--- config.mk ---
export PLATFORM = sky130hd
export DESIGN_NAME = wb_timer
export DESIGN_NICKNAME = d
export VERILOG_FILES = /design/src/rtl/wb_timer_pkg.sv /design/src/rtl/wb_timer_chip_select.sv /design/src/rtl/wb_timer.sv
export SDC_FILE = /design/constraint.sdc
export NUM_CORES = 1
export LEC_CHECK = 0
export ABC_AREA = 1
export CORE_UTILIZATION = 58
export DETAILED_ROUTE_END_ITERATION = 16
export MAX_ROUTING_LAYER = met4
export PLACE_DENSITY = 0.81
export SLEW_MARGIN = 15
export SYNTH_ARGS = -nofsm -noshare
export SYNTH_HDL_FRONTEND = slang
export SYNTH_SLANG_ARGS = --single-unit
--- constraint.sdc ---
create_clock -name wb_clk -period 2.9 [get_ports wb_clk]
set_input_delay 0.725 -clock wb_clk [delete_from_list [all_inputs] [get_ports wb_clk]]
set_output_delay 0.725 -clock wb_clk [all_outputs]
set_load 0.02 [all_outputs]
--- src/rtl/wb_timer_pkg.sv ---
// ============================================================================
// Module  : wb_timer_pkg
// Brief   : Register offsets and default base address for the machine timer.
// Revision: 1.0 - initial release
// ============================================================================
`default_nettype none

package wb_timer_pkg;

  localparam logic [1:0] MTIME_LO    = 2'd0;
  localparam logic [1:0] MTIME_HI    = 2'd1;
  localparam logic [1:0] MTIMECMP_LO = 2'd2;
  localparam logic [1:0] MTIMECMP_HI = 2'd3;

  localparam logic [7:0] TIMER_BASE  = 8'hc0;

endpackage

`default_nettype wire

--- src/rtl/wb_timer_chip_select.sv ---
// ============================================================================
// Module  : chip_select
// Brief   : Upper-address decode and single-cycle acknowledge generator.
// Revision: 1.0 - initial release
// ============================================================================
`default_nettype none

module chip_select
  import wb_timer_pkg::*;
#(
  parameter int              WIDTH = 8,
  parameter logic [WIDTH-1:0] ADDR = WIDTH'(TIMER_BASE)
) (
  input  logic             wb_ck,
  input  logic             wb_rst,
  input  logic [WIDTH-1:0] addr,
  input  logic             wb_cyc,
  output logic             cyc,
  output logic             ack
);

  assign cyc = wb_cyc & (addr == ADDR);

  // ack toggles off after one cycle so a held request still yields single pulses
  always_ff @(posedge wb_ck) begin
    if (wb_rst) begin
      ack <= 1'b0;
    end else begin
      ack <= cyc & ~ack;
    end
  end

endmodule

`default_nettype wire

--- src/rtl/wb_timer.sv ---
// ============================================================================
// Module  : wb_timer
// Brief   : Memory-mapped 64-bit mtime/mtimecmp machine timer with level irq.
// Revision: 1.0 - initial release
// ============================================================================
`default_nettype none

module wb_timer
  import wb_timer_pkg::*;
#(
  parameter int               WIDTH   = 8,
  parameter logic [WIDTH-1:0] ADDR    = WIDTH'(TIMER_BASE),
  parameter logic [63:0]      INITIAL = 64'h0
) (
  input  logic        wb_clk,
  input  logic        wb_rst,
  input  logic        ck_en,
  input  logic [31:0] wb_dbus_adr,
  input  logic [31:0] wb_dbus_dat,
  input  logic        wb_dbus_we,
  input  logic        wb_dbus_cyc,
  output logic        wb_dbus_ack,
  output logic [31:0] rdt,
  output logic        irq
);

  logic        w_cyc;
  logic [1:0]  w_sel;
  logic        w_wr_commit;
  logic        w_rd_commit;
  logic        w_unused;
  logic [63:0] r_mtime;
  logic [63:0] r_mtimecmp;
  logic [31:0] r_mtime_hi_shadow;

  chip_select #(
    .WIDTH (WIDTH),
    .ADDR  (ADDR)
  ) u_chip_select (
    .wb_ck  (wb_clk),
    .wb_rst (wb_rst),
    .addr   (wb_dbus_adr[31:32-WIDTH]),
    .wb_cyc (wb_dbus_cyc),
    .cyc    (w_cyc),
    .ack    (wb_dbus_ack)
  );

  assign w_sel       = wb_dbus_adr[3:2];
  assign w_wr_commit = w_cyc &  wb_dbus_we & wb_dbus_ack;
  assign w_rd_commit = w_cyc & ~wb_dbus_we & wb_dbus_ack;
  assign w_unused    = ^{wb_dbus_adr[31-WIDTH:4], wb_dbus_adr[1:0]};

  always_ff @(posedge wb_clk) begin
    if (wb_rst) begin
      r_mtime           <= INITIAL;
      r_mtimecmp        <= 64'h0;
      r_mtime_hi_shadow <= INITIAL[63:32];
      irq               <= 1'b0;
    end else begin
      if (ck_en) begin
        r_mtime <= r_mtime + 64'd1;
      end
      // Shadow the upper word with the same mtime sample the low-word read returns
      if (w_rd_commit && (w_sel == MTIME_LO)) begin
        r_mtime_hi_shadow <= r_mtime[63:32];
      end
      if (w_wr_commit && (w_sel == MTIMECMP_LO)) begin
        r_mtimecmp[31:0] <= wb_dbus_dat;
      end
      if (w_wr_commit && (w_sel == MTIMECMP_HI)) begin
        r_mtimecmp[63:32] <= wb_dbus_dat;
      end
      irq <= (r_mtime >= r_mtimecmp);
    end
  end

  always_comb begin
    rdt = 32'h0;
    if (w_cyc && !wb_dbus_we) begin
      case (w_sel)
        MTIME_LO:    rdt = r_mtime[31:0];
        MTIME_HI:    rdt = r_mtime_hi_shadow;
        MTIMECMP_LO: rdt = r_mtimecmp[31:0];
        MTIMECMP_HI: rdt = r_mtimecmp[63:32];
        default:     rdt = 32'h0;
      endcase
    end
  end

endmodule

`default_nettype wire

==> results of run 1 <==
## area by class of cell
cell class | count | area [um^2]
sequential | 162 | 3243
fill | 1439 | 4763
tap | 220 | 275.3
clock buffer | 18 | 439.2
timing repair buffer | 127 | 1221
clock inverter | 14 | 192.7
inverter | 198 | 744.5
multi-input combinational | 1143 | 5645
## worst max-delay path: stages
cell and delay (ps):
dlygate4sd2_1 390, buf_4 200, nor2_2 50, buf_4 170, a21oi_1 130, o221ai_1 140, o21ai_0 160, nor2_2 60
buf_4 160
## worst paths after layout
check                        start  cells past startpoint  slack, ps               endpoint
min          r_mtime_hi_shadow[29]                      4        530  r_mtime_hi_shadow[29]
min reg2reg  r_mtime_hi_shadow[29]                      4        530  r_mtime_hi_shadow[29]
max reg2reg            r_mtime[16]                      9        540            r_mtime[54]
max                 wb_dbus_adr[2]                      9       -0.6                 rdt[0]
## cells by family after synthesis
family / after synthesis
buf+inv: 252
simple gates: 896
xor+xnor: 12
flops: 162
fa+ha+maj: 65
compound gates: 170
## synthesized netlist by cell type
cell / n / area share (%)
a211oi_1: 1 / 0.077
a21o_1: 2 / 0.15
a21oi_1: 96 / 4.9
a31oi_1: 3 / 0.19
and3_1: 4 / 0.26
buf_1: 3 / 0.12
buf_2: 9 / 0.46
clkbuf_1: 42 / 1.6
dfxtp_1: 162 / 33
ha_1: 65 / 8.3
inv_1: 196 / 7.5
inv_2: 2 / 0.077
nand2_1: 406 / 16
nand3_1: 52 / 2.7
nand3_2: 1 / 0.10
nand4_1: 24 / 1.5
nand4_2: 1 / 0.13
nor2_1: 351 / 14
nor2_2: 3 / 0.19
nor3_1: 39 / 2.0
nor3_2: 1 / 0.10
nor3_4: 1 / 0.17
nor3b_1: 3 / 0.23
nor3b_4: 1 / 0.19
nor4_1: 7 / 0.45
o21a_1: 5 / 0.39
o21ai_0: 31 / 1.6
o221ai_1: 31 / 2.8
o22ai_1: 1 / 0.064
or2_1: 1 / 0.064
or2_2: 1 / 0.064
xnor2_1: 6 / 0.54
xor2_1: 6 / 0.54
## metal layers
metal  GRT usage (%)  wire, um  share of wire [%]
met3           5.324      2355                7.3
met2           60.88     14900                 46
met1           47.84     13800                 43
met4           14.86      1126                3.5
met5               -         0                  0
## sequential cells by signal, indices dropped and copies added, names as in the netlist
name               cells
r_mtime               64
r_mtimecmp            64
r_mtime_hi_shadow     32
irq                    1
u_chip_select.ack      1
## per-stage QoR
| step | instance area, um^2 | setup slack [ps] | cells | utilization, % | total power [mW] |
|---|---|---|---|---|---|
| finish | 11760 | -0.5562 | 1882 | 71.17 | 4.934 |
| floorplan | 9748 | 196.2 | 1557 | - | 2.375 |
| detailed placement | 10990 | -579.3 | 1843 | 66.50 | 2.509 |
| global placement | 10990 | -539.9 | 1843 | 66.50 | 2.505 |
| global route | 11760 | -29.88 | 1882 | 71.17 | 5.033 |
| CTS | 11590 | 9.627 | 1879 | 70.11 | 4.930 |
## power groups by stage
| stage | clock (mW) | combinational [mW] | sequential (mW) |
|---|---|---|---|
| 6_report | 2.46 | 0.241 | 2.23 |
| 5_1_grt | 2.55 | 0.253 | 2.23 |
| 4_1_cts | 2.47 | 0.234 | 2.23 |
| 3_5_place_dp | 0 | 0.226 | 2.28 |
| 3_3_place_gp | 0 | 0.223 | 2.28 |
| 2_1_floorplan | 0 | 0.0916 | 2.28 |
## timing repair
item	CTS	global route
endpoints found under the setup margin	32	32
gates cloned	2	2
buffers inserted	2	1
pin swaps	3	5
gates resized for setup	157	53
==> flow_metrics.py, run 1 <==
metrics = {
    "routing": {
        "wirelength_mm": 32.19,
        "detail_route.vias_per_cell": 5.578,
        "firstDrtPassIters": 8,
        "routed-via-count": 10498,
        "wl_per_cell_um": 17.10,
        "ant_nets": 0,
        "post-route-drc-count": 0,
        "drt_iter0_drc": 994,
    },
    "layout": {
        "final_nets": 1783,
        "layout.cells.most_common_list": "404 x nand2_1, 329 x nor2_1, 193 x inv_1",
        "diodes": 0,
        "syn_to_final_growth_pct": 20.65,
        "layout.cells.most_common": "nand2_1",
        "drive_gt1_share_pct": 9.206,
    },
    "global_route": {
        "grt_pass1_wl_mm": 50.08,
        "overflow": 0,
        "grt_antenna_before_repair": 0,
        "gr-usage-all-layers_pct": 37.82,
        "grt_start_max_net_pins": 95,
        "grt_pass1_vias": 9816,
    },
    "floorplan": {
        "die_area_mm2": 0.01733,
        "core_mm2": 0.01652,
        "die_y_um": 131.6,
        "rows": 47,
        "pin_count": 103,
        "floorplan.initialDensity_pct": 58.99,
        "fp.dieW_um": 131.6,
    },
    "power_and_ir_drop": {
        "internal_power_mw": 3.739,
        "share_seq_of_total_power_pct": 45.2,
        "irDropWorstVdd_uv": 410.3,
        "comb_power_share_pct": 4.9,
        "areal_power_density_over_the_cells_mw_per_mm2": 419.5,
        "p_leak_nw": 5.670,
        "switchingPower_mw": 1.195,
        "power_frac_clock_pct": 49.9,
        "switching_fraction_of_total_power_pct": 24.21,
    },
    "timing": {
        "tns_ps": -0.5562,
        "slew_violations": 0,
        "finalCritPeriodShare_pct": 100.0,
        "rsz0062_at_grt": "true",
        "setup-violations-final": 1,
        "fmaxAchievable_mhz": 344.8,
        "hold_viol": 0,
        "max_slew_margin_pct": 56.00,
        "fin_skew_ps": 10.99,
        "post-route-worst-setup-slack_ps": -0.5562,
        "final.hold.worst_slack_ps": 528.3,
        "tightestPinTransition_ps": 654.9,
        "post-route-min-period_ps": 2901,
    },
    "worst_setup_path": {
        "crit_required_ps": 2170,
        "endpoint_kind": "output pin",
        "startpoint_type": "input port",
        "cp_max_fanout": 6,
        "critPathArrivalTime_ps": 2180,
        "critPathKind": "in2out",
    },
    "yosys": {
        "muxShareOfSynthArea_pct": 0,
        "synth_simple_gate_area_share_pct": 37.31,
        "synth.yosys.warnings": 0,
        "avg_cell_area_syn_um2": 6.261,
        "synth_cell_types": 33,
        "synth-compound-area-share_pct": 10.18,
        "xor_xnor_share_of_the_synthesized_area_pct": 1.078,
        "mappedNetlistArea_mm2": 0.009748,
        "synth-seq-area-share_pct": 33.27,
        "synth_top_family_by_area": "simple AND/OR/NAND/NOR gates",
        "synth_fa_ha_area_share_pct": 8.343,
        "post_synth_inst_count": 1557,
        "syn-num-nets": 1691,
        "ys_seq_elements": 162,
    },
    "placed_design": {
        "place.detailed.hpwl_mm": 22.74,
        "place.gp.congestion": 0.9763,
        "place.port_buffers": 80,
    },
    "clock_tree": {
        "clk_tree_root_cell": "clkbuf_16",
        "tritoncts_clock_tree": "done",
        "clk_pin_slew_worst_paths_ps": 70,
        "cts.hold.buffers_added": 0,
        "clk_path_buf_depth": 2,
        "clkSinkCount": 162,
        "cts-buffers-inserted": 17,
        "cts-htree-levels": 4,
        "clock_latency_ps": 440,
    },
    "run": {
        "maxCapViolCount": 0,
    },
    "outcome": {
        "result_of_the_run": "finished, violations left",
        "failed_checks": "setup timing",
    },
    "worst_hold_path": {
        "holdCritPathClass": "reg2reg",
    },
}
Power figures use the tool's default switching activity.
==> run 2, diff against run 1 <==
--- a/config.mk
+++ b/config.mk
@@ -6,10 +6,10 @@
 export NUM_CORES = 1
 export LEC_CHECK = 0
 export ABC_AREA = 1
-export CORE_UTILIZATION = 58
+export CORE_UTILIZATION = 45
 export DETAILED_ROUTE_END_ITERATION = 16
 export MAX_ROUTING_LAYER = met4
-export PLACE_DENSITY = 0.81
+export PLACE_DENSITY = 0.66
 export SLEW_MARGIN = 15
 export SYNTH_ARGS = -nofsm -noshare
 export SYNTH_HDL_FRONTEND = slang
==> flow_metrics.py, run 2 (same netlist as run 1, synthesis figures left out) <==
metrics = {
    "routing": {
        "drt_iter0_drc": 818,
        "routed-via-count": 10007,
        "post-route-drc-count": 0,
        "detail_route.vias_per_cell": 5.182,
        "wirelength_mm": 31.48,
        "wl_per_cell_um": 16.30,
        "firstDrtPassIters": 5,
        "ant_nets": 0,
    },
    "timing": {
        "slew_violations": 0,
        "finalCritPeriodShare_pct": 98.28,
        "fin_skew_ps": 11.70,
        "fmaxAchievable_mhz": 350.9,
        "post-route-min-period_ps": 2850,
        "rsz0062_at_grt": "true",
        "tightestPinTransition_ps": 612.7,
        "final.hold.worst_slack_ps": 519.3,
        "setup-violations-final": 0,
        "max_slew_margin_pct": 58.84,
        "hold_viol": 0,
    },
    "placed_design": {
        "place.port_buffers": 80,
        "place.gp.congestion": 0.9656,
        "placedCellCount": 1895,
        "place.detailed.hpwl_mm": 23.01,
    },
    "floorplan": {
        "die_area_mm2": 0.02225,
        "die_y_um": 149.2,
        "rows": 53,
        "pin_count": 103,
        "floorplan.initialDensity_pct": 46.08,
        "core_mm2": 0.02115,
        "fp.dieW_um": 149.2,
    },
    "clock_tree": {
        "clk_path_buf_depth": 2,
        "cts.hold.buffers_added": 0,
        "clk_tree_root_cell": "clkbuf_16",
        "clock_latency_ps": 440,
        "clk_pin_slew_worst_paths_ps": 60,
        "cts-htree-levels": 4,
        "clkSinkCount": 162,
        "tritoncts_clock_tree": "done",
        "cts-buffers-inserted": 17,
    },
    "worst_setup_path": {
        "crit_path_cell_trace": "buf_6 > or2_1 > nor3_2 > nor3b_4 > nand2_4 > buf_12 > a21oi_4 > buf_6",
        "critPathArrivalTime_ps": 2130,
        "timing.critical_path.slowest_cell_delay_ps": 260,
        "critical_path.most_common_cell": "buf_6",
        "setup.worst_path.start": "wb_dbus_adr[28]",
        "cp_max_fanout": 8,
        "cpMaxStageDelayCell": "nor3b_4",
        "startpoint_type": "input port",
        "reg2reg_slack_ps": 660,
        "critPathKind": "in2out",
        "r2r.worst_path.cells": 9,
        "endpoint_kind": "output pin",
        "regToRegStartpoint": "r_mtime[17]",
        "crit-reg2reg-capture": "r_mtime[54]",
        "crit_required_ps": 2170,
    },
    "global_route": {
        "gr-usage-all-layers_pct": 29.91,
        "grt_start_max_net_pins": 79,
        "overflow": 0,
        "grt_antenna_before_repair": 0,
        "grt_pass1_wl_mm": 49.49,
        "grt_pass1_vias": 9135,
    },
    "layout": {
        "layout.cells.most_common": "nand2_1",
        "post_layout_nonfiller_instances": 1931,
        "diodes": 0,
        "largestRegisters": "r_mtime (64), r_mtimecmp (64), r_mtime_hi_shadow (32)",
        "drive_gt1_share_pct": 9.601,
        "syn_to_final_growth_pct": 22.69,
        "layout.cells.most_common_list": "404 x nand2_1, 318 x nor2_1, 192 x inv_1",
        "final_nets": 1777,
    },
    "worst_hold_path": {
        "holdCritStartpoint": "r_mtime_hi_shadow[30]",
        "holdCritPathClass": "reg2reg",
        "worst_hold_path.endpoint": "r_mtime_hi_shadow[30]",
        "hold_depth": 4,
    },
    "power_and_ir_drop": {
        "irDropWorstVdd_uv": 288.3,
        "areal_power_density_over_the_cells_mw_per_mm2": 409.0,
        "p_leak_nw": 5.613,
    },
    "run": {
        "maxCapViolCount": 0,
    },
    "outcome": {
        "result_of_the_run": "complete, no violations",
    },
}
run 2: cell types whose count changed in the layout (fill, tap and decap cells not counted), sizes merged:
cell and change:
dlygate4sd2 +3, inv -3, dlymetal6s2s -3, clkinvlp +3, buf -4, clkinv -1
clkdlybuf4s50 -1
run 2: worst max-delay path by stage:
stage / to / cells past startpoint / slack [ps]
3_3_place_gp: rdt[30] / 8 / -590
5_1_grt: rdt[23] / 8 / -30
2_1_floorplan: rdt[8] / 6 / 200
6_report: rdt[30] / 8 / 50
3_5_place_dp: rdt[30] / 8 / -620
4_1_cts: rdt[13] / 9 / -20
run 2: area by class of cell:
cell class / instances / area, um^2
multi-input combinational: 1143 / 5741
sequential: 162 / 3243
tap: 275 / 344.1
clock buffer: 19 / 442.9
timing repair buffer: 121 / 1270
inverter: 198 / 745.7
fill: 2104 / 9194
clock inverter: 13 / 173.9
run 2: per-stage QoR:
| stage | setup TNS, ps | utilization [%] | area (um^2) | setup WS (ps) | power, mW |
|---|---|---|---|---|---|
| after global routing | -269.3 | 56.54 | 11960 | -30.77 | 5.021 |
| after CTS | -63.18 | 55.24 | 11690 | -20.96 | 4.918 |
| after detailed placement | -18030 | 52.23 | 11050 | -624.8 | 2.513 |
| final | 0 | 56.54 | 11960 | 49.95 | 4.892 |
| after floorplan | 0 | - | 9748 | 196.2 | 2.375 |
| after global placement | -16980 | 52.23 | 11050 | -592.6 | 2.512 |
run 2: repair_timing:
| item | CTS | global route |
|---|---|---|
| setup buffers | 1 | 0 |
| resized for setup | 178 | 93 |
| pin swaps | 4 | 5 |
| gates cloned | 3 | 1 |
| setup endpoints to repair | 32 | 29 |
run 2: critical path, delay by kind of cell:
kind,cells,cell delay (ps)
and+or+nand+nor,4,850
buffers and inverters,3,430
AOI/OAI and AO/OA,1,120
run 2: routing by layer:
layer	routed length, um	GRT usage [%]	up-vias
met1	14880	39.36	4579
met5	0	-	-
met4	652	10.92	0
li1	-	-	5116
met2	14500	47.02	269
met3	1445	3.517	43
run 2: where the power goes:
group | total, mW | internal, mW | switching (mW)
registers | 2.23 | 2.23 | 0.00496
logic | 0.241 | 0.0991 | 0.142
clock network | 2.42 | 1.40 | 1.02
total | 4.89 | 3.72 | 1.17
==> run 3, diff against run 2 <==
--- a/config.mk
+++ b/config.mk
@@ -7,6 +7,7 @@
 export LEC_CHECK = 0
 export ABC_AREA = 1
 export CORE_UTILIZATION = 45
+export CTS_BUF_LIST = sky130_fd_sc_hd__clkbuf_8
 export DETAILED_ROUTE_END_ITERATION = 16
 export MAX_ROUTING_LAYER = met4
 export PLACE_DENSITY = 0.66
==> flow_metrics.py, run 3 (same netlist as run 1, synthesis figures left out) <==
metrics = {
    "power_and_ir_drop": {
        "power_frac_clock_pct": 42.8,
        "switching_fraction_of_total_power_pct": 25.72,
        "share_seq_of_total_power_pct": 51.5,
        "areal_power_density_over_the_cells_mw_per_mm2": 368.1,
        "switchingPower_mw": 1.114,
        "irDropWorstVdd_uv": 233.4,
        "comb_power_share_pct": 5.7,
        "p_leak_nw": 5.545,
        "internal_power_mw": 3.216,
    },
    "routing": {
        "detail_route.vias_per_cell": 5.155,
        "wirelength_mm": 31.61,
        "wl_per_cell_um": 16.34,
        "routed-via-count": 9970,
        "post-route-drc-count": 0,
        "ant_nets": 0,
        "firstDrtPassIters": 5,
        "drt_iter0_drc": 925,
    },
    "placed_design": {
        "place.detailed.hpwl_mm": 23.01,
        "place.port_buffers": 80,
        "place.gp.congestion": 0.9656,
        "worst_slack_at_placement_ps": -624.8,
    },
    "worst_setup_path": {
        "cp_max_fanout": 8,
        "critPathKind": "in2out",
        "critPathArrivalTime_ps": 2130,
        "timing.critical_path.slowest_cell_delay_ps": 280,
        "cpMaxStageDelayCell": "dlygate4sd2_1",
        "reg2reg_slack_ps": 590,
        "critical_path.most_common_cell": "nor2_4",
        "crit_required_ps": 2170,
        "crit_path_cell_trace": "dlygate4sd2_1 > inv_2 > nor2_4 > buf_4 > buf_8 > nand2_1 > o221ai_1 > a21oi_1 > nor2_4 > buf_6",
        "endpoint_kind": "output pin",
        "r2r.worst_path.cells": 9,
        "startpoint_type": "input port",
    },
    "layout": {
        "layout.cells.most_common_list": "404 x nand2_1, 320 x nor2_1, 194 x inv_1",
        "multiInputGateArea_mm2": 0.005722,
        "largestRegisters": "r_mtime (64), r_mtimecmp (64), r_mtime_hi_shadow (32)",
        "syn_to_final_growth_pct": 20.65,
        "final_nets": 1780,
        "layout.cells.most_common": "nand2_1",
        "diodes": 0,
        "fillers": 2136,
        "drive_gt1_share_pct": 9.644,
        "area.sequential_mm2": 0.003243,
    },
    "floorplan": {
        "floorplan.initialDensity_pct": 46.08,
        "pin_count": 103,
        "die_area_mm2": 0.02225,
        "rows": 53,
        "die_y_um": 149.2,
        "fp.dieW_um": 149.2,
        "core_mm2": 0.02115,
    },
    "clock_tree": {
        "clk_pin_slew_worst_paths_ps": 100,
        "tritoncts_clock_tree": "done",
        "cts-htree-levels": 4,
        "clk_tree_root_cell": "clkbuf_8",
        "clkSinkCount": 162,
        "clock_latency_ps": 490,
        "clk_path_buf_depth": 2,
        "cts-buffers-inserted": 17,
    },
    "timing": {
        "post-route-worst-setup-slack_ps": 48.67,
        "setup-violations-final": 0,
        "rsz0062_at_grt": "true",
        "tightestPinTransition_ps": 628.3,
        "tns_ps": 0,
        "hold_viol": 0,
        "post-route-min-period_ps": 2851,
        "slew_violations": 0,
        "fmaxAchievable_mhz": 350.7,
        "finalCritPeriodShare_pct": 98.32,
        "fin_skew_ps": 17.87,
        "final.hold.worst_slack_ps": 527.8,
        "max_slew_margin_pct": 57.79,
    },
    "worst_hold_path": {
        "hold_depth": 4,
        "holdCritPathClass": "reg2reg",
    },
    "global_route": {
        "overflow": 0,
        "grt_pass1_wl_mm": 49.40,
        "grt_start_max_net_pins": 79,
        "grt_antenna_before_repair": 0,
        "gr-usage-all-layers_pct": 29.88,
        "grt_pass1_vias": 9108,
    },
    "outcome": {
        "result_of_the_run": "complete, no violations",
    },
    "run": {
        "maxCapViolCount": 0,
    },
}
-- run 3: cell types whose count changed in the layout (fill, tap and decap cells not counted) --
cell,change
clkbuf_16,-17
clkbuf_8,+17
buf_4,+7
buf_6,-5
nor2_4,-4
inv_1,+2
nor2_1,+2
nor2_2,+2
a31oi_1,-1
a31oi_2,+1
buf_8,+1
clkbuf_1,-1
inv_2,-1
-- run 3: critical path, delay by kind of cell --
family | cells | cell delay (ps)
buffers and inverters | 5 | 840
AO/OA/AOI/OAI | 2 | 380
AND/OR/NAND/NOR | 3 | 190
-- run 3: cell type report --
| type | instances | area share (%) |
|---|---|---|
| sequential | 162 | 27.57 |
| inverter | 198 | 6.340 |
| multi-input combinational | 1143 | 48.65 |
| clock buffer | 18 | 2.106 |
| tap | 275 | 2.926 |
| clock inverter | 14 | 1.511 |
| timing repair buffer | 124 | 10.89 |
-- run 3: power by group through the flow --
stage | Combinational, mW | Clock (mW) | Sequential, mW
finish | 0.246 | 1.85 | 2.23
global placement | 0.228 | 0 | 2.28
global route | 0.263 | 1.97 | 2.23
CTS | 0.239 | 1.87 | 2.23
detailed placement | 0.230 | 0 | 2.28
floorplan | 0.0916 | 0 | 2.28
-- run 3: final timing paths --
kind                              start               endpoint
setup / recovery         wb_dbus_adr[3]                rdt[20]
hold / removal    r_mtime_hi_shadow[26]  r_mtime_hi_shadow[26]
setup reg to reg            r_mtime[17]            r_mtime[54]
hold reg to reg   r_mtime_hi_shadow[26]  r_mtime_hi_shadow[26]
-- run 3: timing repair --
item	in CTS	in global routing
pin swaps	4	6
hold buffers	0	0
hold endpoints to repair	0	0
buffers inserted	2	2
gates resized for setup	179	83
endpoints found under the setup margin	32	28
cloned	3	1
-- run 3: layer usage --
metal	part of all wire, %	routed length, um	up-vias	GRT usage [%]
li1	-	-	5115	-
met1	47	14990	4579	39.27
met2	47	14720	237	47.84
met3	4.5	1427	39	3.700
met4	1.5	471	0	8.827
met5	0	0	-	-
-- run 3: stage by stage --
stage	instance area (um^2)	utilization [%]	power, mW	instances
6_report	11760	55.60	4.329	1934
5_1_grt	11760	55.60	4.464	1934
4_1_cts	11510	54.40	4.343	1932
3_5_place_dp	11050	52.23	2.513	1895
3_3_place_gp	11050	52.23	2.512	1895
2_1_floorplan	9748	-	2.375	1557
